$ cat src/rtl/backtrack_unit.sv
// Conflict backtrack sequencer: pops trace-table entries, unassigns forced ones, flips the first decide.
// Optional pop counter on pop_count is built only when BACKTRACK_STATS_EN is defined.
module backtrack_unit #(
  parameter int  NUM_VARIABLE     = 128,
  parameter int  VARIABLE_INDEXES = 8,
  localparam int VW               = VARIABLE_INDEXES + 1,
  localparam int CW               = $clog2(NUM_VARIABLE + 1)
) (
  input  logic          clock,
  input  logic          reset,
  input  logic          start,
  output logic          busy,
  output logic          done,
  output logic          unsat,
  output logic          tt_en,
  output logic          tt_rw,
  output logic          tt_type,
  output logic          tt_val,
  output logic [VW-1:0] tt_variable,
  input  logic          tt_type_out,
  input  logic          tt_val_out,
  input  logic [VW-1:0] tt_variable_out,
  input  logic          tt_empty,
  output logic          unassign_en,
  output logic [VW-1:0] unassign_var,
  output logic          assign_en,
  output logic [VW-1:0] assign_var,
  output logic          assign_val,
  output logic [CW-1:0] pop_count,
  output logic [2:0]    dbg_state
);

  typedef enum logic [2:0] {
    S_IDLE   = 3'd0,
    S_POP    = 3'd1,
    S_CHECK  = 3'd2,
    S_PUSH   = 3'd3,
    S_FINISH = 3'd4
  } state_t;

  // Handshake: tt_en with tt_rw=0 requests a pop; the popped entry is valid
  // during the following CHECK cycle. tt_en with tt_rw=1 pushes tt_* for one cycle.

  state_t          state_q, state_d;
  logic            busy_q, busy_d;
  logic            done_q, done_d;
  logic            unsat_q, unsat_d;
  logic            tt_en_q, tt_en_d;
  logic            tt_rw_q, tt_rw_d;
  logic            tt_type_q, tt_type_d;
  logic            tt_val_q, tt_val_d;
  logic [VW-1:0]   tt_var_q, tt_var_d;
  logic            assign_en_q, assign_en_d;
  logic [VW-1:0]   assign_var_q, assign_var_d;
  logic            assign_val_q, assign_val_d;

  always_comb begin
    state_d      = state_q;
    busy_d       = busy_q;
    done_d       = 1'b0;
    unsat_d      = 1'b0;
    tt_en_d      = 1'b0;
    tt_rw_d      = 1'b0;
    tt_type_d    = 1'b0;
    tt_val_d     = 1'b0;
    tt_var_d     = '0;
    assign_en_d  = 1'b0;
    assign_var_d = '0;
    assign_val_d = 1'b0;
    unique case (state_q)
      S_IDLE: begin
        if (start) begin
          busy_d = 1'b1;
          if (tt_empty) begin
            state_d = S_FINISH;
            done_d  = 1'b1;
            unsat_d = 1'b1;
          end else begin
            state_d = S_POP;
            tt_en_d = 1'b1;
          end
        end
      end
      S_POP: state_d = S_CHECK;
      S_CHECK: begin
        if (tt_type_out) begin
          if (tt_empty) begin
            state_d = S_FINISH;
            done_d  = 1'b1;
            unsat_d = 1'b1;
          end else begin
            state_d = S_POP;
            tt_en_d = 1'b1;
          end
        end else begin
          // Decide entry: re-push it as forced with the opposite polarity.
          state_d      = S_PUSH;
          tt_en_d      = 1'b1;
          tt_rw_d      = 1'b1;
          tt_type_d    = 1'b1;
          tt_val_d     = ~tt_val_out;
          tt_var_d     = tt_variable_out;
          assign_en_d  = 1'b1;
          assign_var_d = tt_variable_out;
          assign_val_d = ~tt_val_out;
        end
      end
      S_PUSH: begin
        state_d = S_FINISH;
        done_d  = 1'b1;
      end
      S_FINISH: begin
        state_d = S_IDLE;
        busy_d  = 1'b0;
      end
      default: begin
        state_d = S_IDLE;
        busy_d  = 1'b0;
      end
    endcase
  end

  always_ff @(posedge clock or posedge reset) begin
    if (reset) begin
      state_q      <= S_IDLE;
      busy_q       <= 1'b0;
      done_q       <= 1'b0;
      unsat_q      <= 1'b0;
      tt_en_q      <= 1'b0;
      tt_rw_q      <= 1'b0;
      tt_type_q    <= 1'b0;
      tt_val_q     <= 1'b0;
      tt_var_q     <= '0;
      assign_en_q  <= 1'b0;
      assign_var_q <= '0;
      assign_val_q <= 1'b0;
    end else begin
      state_q      <= state_d;
      busy_q       <= busy_d;
      done_q       <= done_d;
      unsat_q      <= unsat_d;
      tt_en_q      <= tt_en_d;
      tt_rw_q      <= tt_rw_d;
      tt_type_q    <= tt_type_d;
      tt_val_q     <= tt_val_d;
      tt_var_q     <= tt_var_d;
      assign_en_q  <= assign_en_d;
      assign_var_q <= assign_var_d;
      assign_val_q <= assign_val_d;
    end
  end

  // The popped entry is only valid during CHECK, so the unassign pulse follows it directly.
  assign unassign_en  = (state_q == S_CHECK) && tt_type_out;
  assign unassign_var = unassign_en ? tt_variable_out : '0;

  assign busy        = busy_q;
  assign done        = done_q;
  assign unsat       = unsat_q;
  assign tt_en       = tt_en_q;
  assign tt_rw       = tt_rw_q;
  assign tt_type     = tt_type_q;
  assign tt_val      = tt_val_q;
  assign tt_variable = tt_var_q;
  assign assign_en   = assign_en_q;
  assign assign_var  = assign_var_q;
  assign assign_val  = assign_val_q;
  assign dbg_state   = state_q;

`ifdef BACKTRACK_STATS_EN
  localparam logic [CW-1:0] CNT_MAX = CW'(NUM_VARIABLE);
  logic [CW-1:0] pop_count_q;

  always_ff @(posedge clock or posedge reset) begin
    if (reset) begin
      pop_count_q <= '0;
    end else if (state_q == S_IDLE && start) begin
      pop_count_q <= '0;
    end else if (state_q == S_POP && pop_count_q != CNT_MAX) begin
      pop_count_q <= pop_count_q + 1'b1;
    end
  end

  assign pop_count = pop_count_q;
`else
  assign pop_count = '0;
`endif

endmodule

$ cat config.mk
export PLATFORM = sky130hd
export DESIGN_NAME = backtrack_unit
export DESIGN_NICKNAME = d
export VERILOG_FILES = /design/src/rtl/backtrack_unit.sv
export SDC_FILE = /design/constraint.sdc
export NUM_CORES = 1
export LEC_CHECK = 0
export ABC_AREA = 1
export CAP_MARGIN = 20
export CORE_MARGIN = 2
export CORE_UTILIZATION = 34
export CTS_CLUSTER_SIZE = 12
export DETAILED_ROUTE_END_ITERATION = 7
export PLACE_DENSITY = 0.78
export SYNTH_ARGS = -nofsm -noshare
export SYNTH_HDL_FRONTEND = slang
export SYNTH_SLANG_ARGS = --single-unit
$ cat constraint.sdc
create_clock -name clock -period 1.8 [get_ports clock]
set_clock_uncertainty 0.2 [all_clocks]
set_input_delay 0.36 -clock clock [delete_from_list [all_inputs] [get_ports clock]]
set_output_delay 0.36 -clock clock [all_outputs]
set_load 0.05 [all_outputs]
; ---- After elaboration in Yosys (flattened, before gate mapping)
; Index checks and enable logic that the tools add are counted.
[classes]
n_eq_ne = 4
n_mux = 22
bitwise = 2
n_reduce_logical = 4
[ops]
columns = cell, n
row1 = $mux 9, 3
row2 = $pmux 3 s4, 1
row3 = $mux 1, 11
row4 = $mux 3, 3
row5 = $eq 3x2->1 const B, 2
row6 = $pmux 1 s2, 3
row7 = $eq 3x1->1 const B, 1
row8 = $logic_not 3->1, 1
row9 = $pmux 1 s3, 1
row10 = $reduce_or 3->1, 1
row11 = $ne 2x2->1 const B, 1
row12 = $not 1->1, 2
row13 = $reduce_and 2->1, 1
row14 = $logic_and 1x1->1, 1
[totals]
reg_bits = 18
input_bits = 15
out_inout_bits = 48
elab_cells = 40

; ---- Logic depth before layout (Yosys ltp)
[logic_depth]
ltp_word = 4
depth_mapped = 7
ltp_nobuf = 6

; ---- Worst setup path before layout
; No wires, ideal clock.
[synth_timing]
kind = flip-flop to output port
start = reg state_q[1], in the netlist dbg_state[1]
end = out unassign_var[0]
arrival_time_ns = 1.784
t_required_ns = 1.240
slack_ns = -0.544
stages_incl_launch_ff = 7
cell_sequence = dfrtp_1 > inv_2 > nor2_4 > nand2_2 > inv_1 > nand2_2 > nor2_1
[synth_via]
elab_chain_len = 3
[synth_lines]
columns = item, line
row1 = start: declaration, 44  ; state_t state_q, state_d;
row2 = start signal: assignment, 138  ; state_q <= state_d;
row3 = $eq 3x2->1, 154  ; assign unassign_en = (state_q == S_CHECK) && tt_type_out;
row4 = $logic_and 1x1->1, 154
row5 = $mux 9, 155  ; assign unassign_var = unassign_en ? tt_variable_out : '0;
row6 = end: declaration, 25  ; output logic [VW-1:0] unassign_var,
; No other way between the ends.

; ---- Final worst setup path
[layout_timing]
start = reg state_q[2], in the netlist dbg_state[2]
end = out unassign_var[7]
; Same word-level chain as after synthesis.

==> flow_summary.ini <==
[grt]
grt_pass1_vias = 824
grt_overflow = 0
grt_max_degree = 19
antenna_found_initial = 0
grt_pass1_wl_um = 4050
grt_use_total = 0.175

[power]
irDropWorstVdd_mv = 1.19
leakagePower_nw = 0.892
cellPowerDensity_nw_per_um2 = 1230

[placed_design]
io_buffer_count = 54
gp_congestion = 0.773
post-dp-hpwl_um = 1910
dp_cells = 177

[clocking]
numCtsBuffers = 3
clk_path_buf_depth = 2
cts_root_buf = clkbuf_4
cts.sinks = 18
clk_pin_slew_ns = 0.10
htree_num_levels = 1
postCtsHoldBufs = 0
clock_latency_ns = 0.29
cts_tree = done

[layout]
final_util = 0.743
mostFrequentLayoutCell = buf_12
drive_gt1_frac = 0.542
syn_to_final_growth_pct = 106
nets = 171
fillers = 173
fin_cells = 185
antennaDiodeCount = 0
final_cell_mix = buf_12 (31), buf_4 (18), dfrtp_1 (15)

[route]
totalWireLength_um = 2400
avgRoutedWirePerCell_um = 13.0
drcViolationCount = 0
ant_nets = 0
vias = 810
drt_iter0_drc = 6
drtPass1Iterations = 4
via_per_inst = 4.38

[hold_path]
hp-class = in2async

[setup_path]
crit_slowest_cell = dfrtp_2
arrival_ns = 1.41
crit_path_cell_trace = nor2_4 > nand2_4 > inv_8 > nand2_8 > nor2_4 > buf_12
max_stage_delay_ns = 0.44
endpoint_kind = output port
cpLargestDelayFamily = simple AND/OR/NAND/NOR gates
crit_fanout = 5
cpMostUsedCell = nor2_4
path_class = reg2out
setup.worst_path.start_class = register
required_ns = 1.24
worstPathBufferInverterCount = 2

[status]
violations = setup timing
outcome = complete, but fails checks

[synth]
synthTopCellsByArea = dfrtp_1 (50%), buf_4 (17%), inv_1 (6.2%)
ys_types = 15
synth_top_area_frac = 0.499
ys.warnings.count = 0
synth_top_cell_by_area = dfrtp_1
muxShareOfSynthArea = 0
synth_simple_gate_area_frac = 0.223
synth_top_family_by_area = buffers and inverters
synth-compound-area-share = 0.0249
synthAdderAreaFrac = 0
postSynthCellCount = 101
syn_area_um2 = 903
synth_xor_area_frac = 0
ys_ff_latch = 18
ys_seq_area_frac = 0.499
syn_avg_cell_area_um2 = 8.94

[sta]
timing.fmax_ghz = 0.507
min_period_over_period = 1.10
rsz0062_at_grt = yes
finalSetupViolCount = 10
slew_viol_final = 0
hold_viol_final = 0
hold_slack_ns = 0.170
period_needed_ns = 1.97
tns_ns = -1.64
timing.final.ws_setup_ns = -0.172

[die]
dieArea_um2 = 3090
initial_core_util = 0.361
die_w_um = 55.5
die_h_um = 55.5
io_pins = 63
fp-row-count = 18
core-area_um2 = 2500

[run]
drv_cap = 0
[per-stage QoR]
stage | power [mW] | setup slack [ns] | cell area (µm²)
floorplan | 1.38 | -0.0515 | 1030
global placement | 1.96 | -0.272 | 1780
detailed placement | 1.98 | -0.279 | 1780
CTS | 2.29 | -0.191 | 1850
global route | 2.39 | -0.257 | 1860
finish | 2.29 | -0.172 | 1860
[power by group]
group	leakage, nW	internal [mW]	total (mW)	switching (mW)
Sequential	0.239	0.491	0.567	0.0761
Combinational	0.632	0.609	1.47	0.860
Clock	0.0210	0.123	0.252	0.129
[final timing paths]
check                                               from                  endpoint  slack (ns)  cells after the start
worst max-delay path            dbg_state[2]$_DFFE_PP0P_           unassign_var[7]       -0.17                      6
worst min-delay path                               reset   assign_var[3]$_DFF_PP0_        0.17                      3
worst max register to register  dbg_state[2]$_DFFE_PP0P_  dbg_state[2]$_DFFE_PP0P_        0.32                      4
worst min register to register          busy$_DFFE_PP0P_          busy$_DFFE_PP0P_        0.35                      2
max in group asynchronous                          reset  dbg_state[2]$_DFFE_PP0P_        1.02                      3
min in group clock                      busy$_DFFE_PP0P_          busy$_DFFE_PP0P_        0.35                      2
[Yosys cell counts]
master    count
buf_4        20
buf_6         1
conb_1        1
dfrtp_1      18
inv_1        15
inv_2         2
nand2_1      12
nand2_2       2
nand3_1       2
nor2_1       12
nor2_2        8
nor2_4        3
nor3_1        1
o21ai_0       3
o21bai_1      1
[final cells by class]
cell class                 instances  area [µm²]  area share
clock buffer                       4        36.3      0.0195
inverter                          17        75.1      0.0404
multi-input combinational         53         360       0.194
sequential                        18         454       0.244
tap                               30        37.5      0.0202
timing repair buffer              63         895       0.481
[metal layers]
| layer | vias up | wire length [µm] | global-route usage |
|---|---|---|---|
| met5 | - | 0 | 0 |
| met4 | 0 | 91 | 0.108 |
| met3 | 6 | 173 | 0.0258 |
| met2 | 47 | 1380 | 0.330 |
| met1 | 379 | 757 | 0.177 |
| li1 | 378 | - | - |
[sequential cells by signal, indices dropped and copies added, names as in the netlist]
signal and flops:
assign_en 1, assign_val 1, assign_var 9, busy 1, dbg_state 3, done 1
tt_en 1, unsat 1
[worst min-delay path, cell delays in order]
cell             delay (ns)
clkdlybuf4s50_1        0.39
inv_1                  0.06
buf_4                  0.24
[what timing repair did]
item	in CTS	in global routing
resized for setup	4	0
endpoints found under the hold margin	0	0
gates cloned	1	0
setup endpoints to repair	10	10
pin swaps	5	2
setup buffers	2	1
[logic make-up (layout without fill, tap and decap cells)]
kind of cell / after synthesis / after routing
other: 1 / 8
AOI/OAI and AO/OA: 4 / 4
buffers and inverters: 38 / 84
DFF: 18 / 18
and+or+nand+nor: 40 / 41
(Power assumes the default switching activity.)
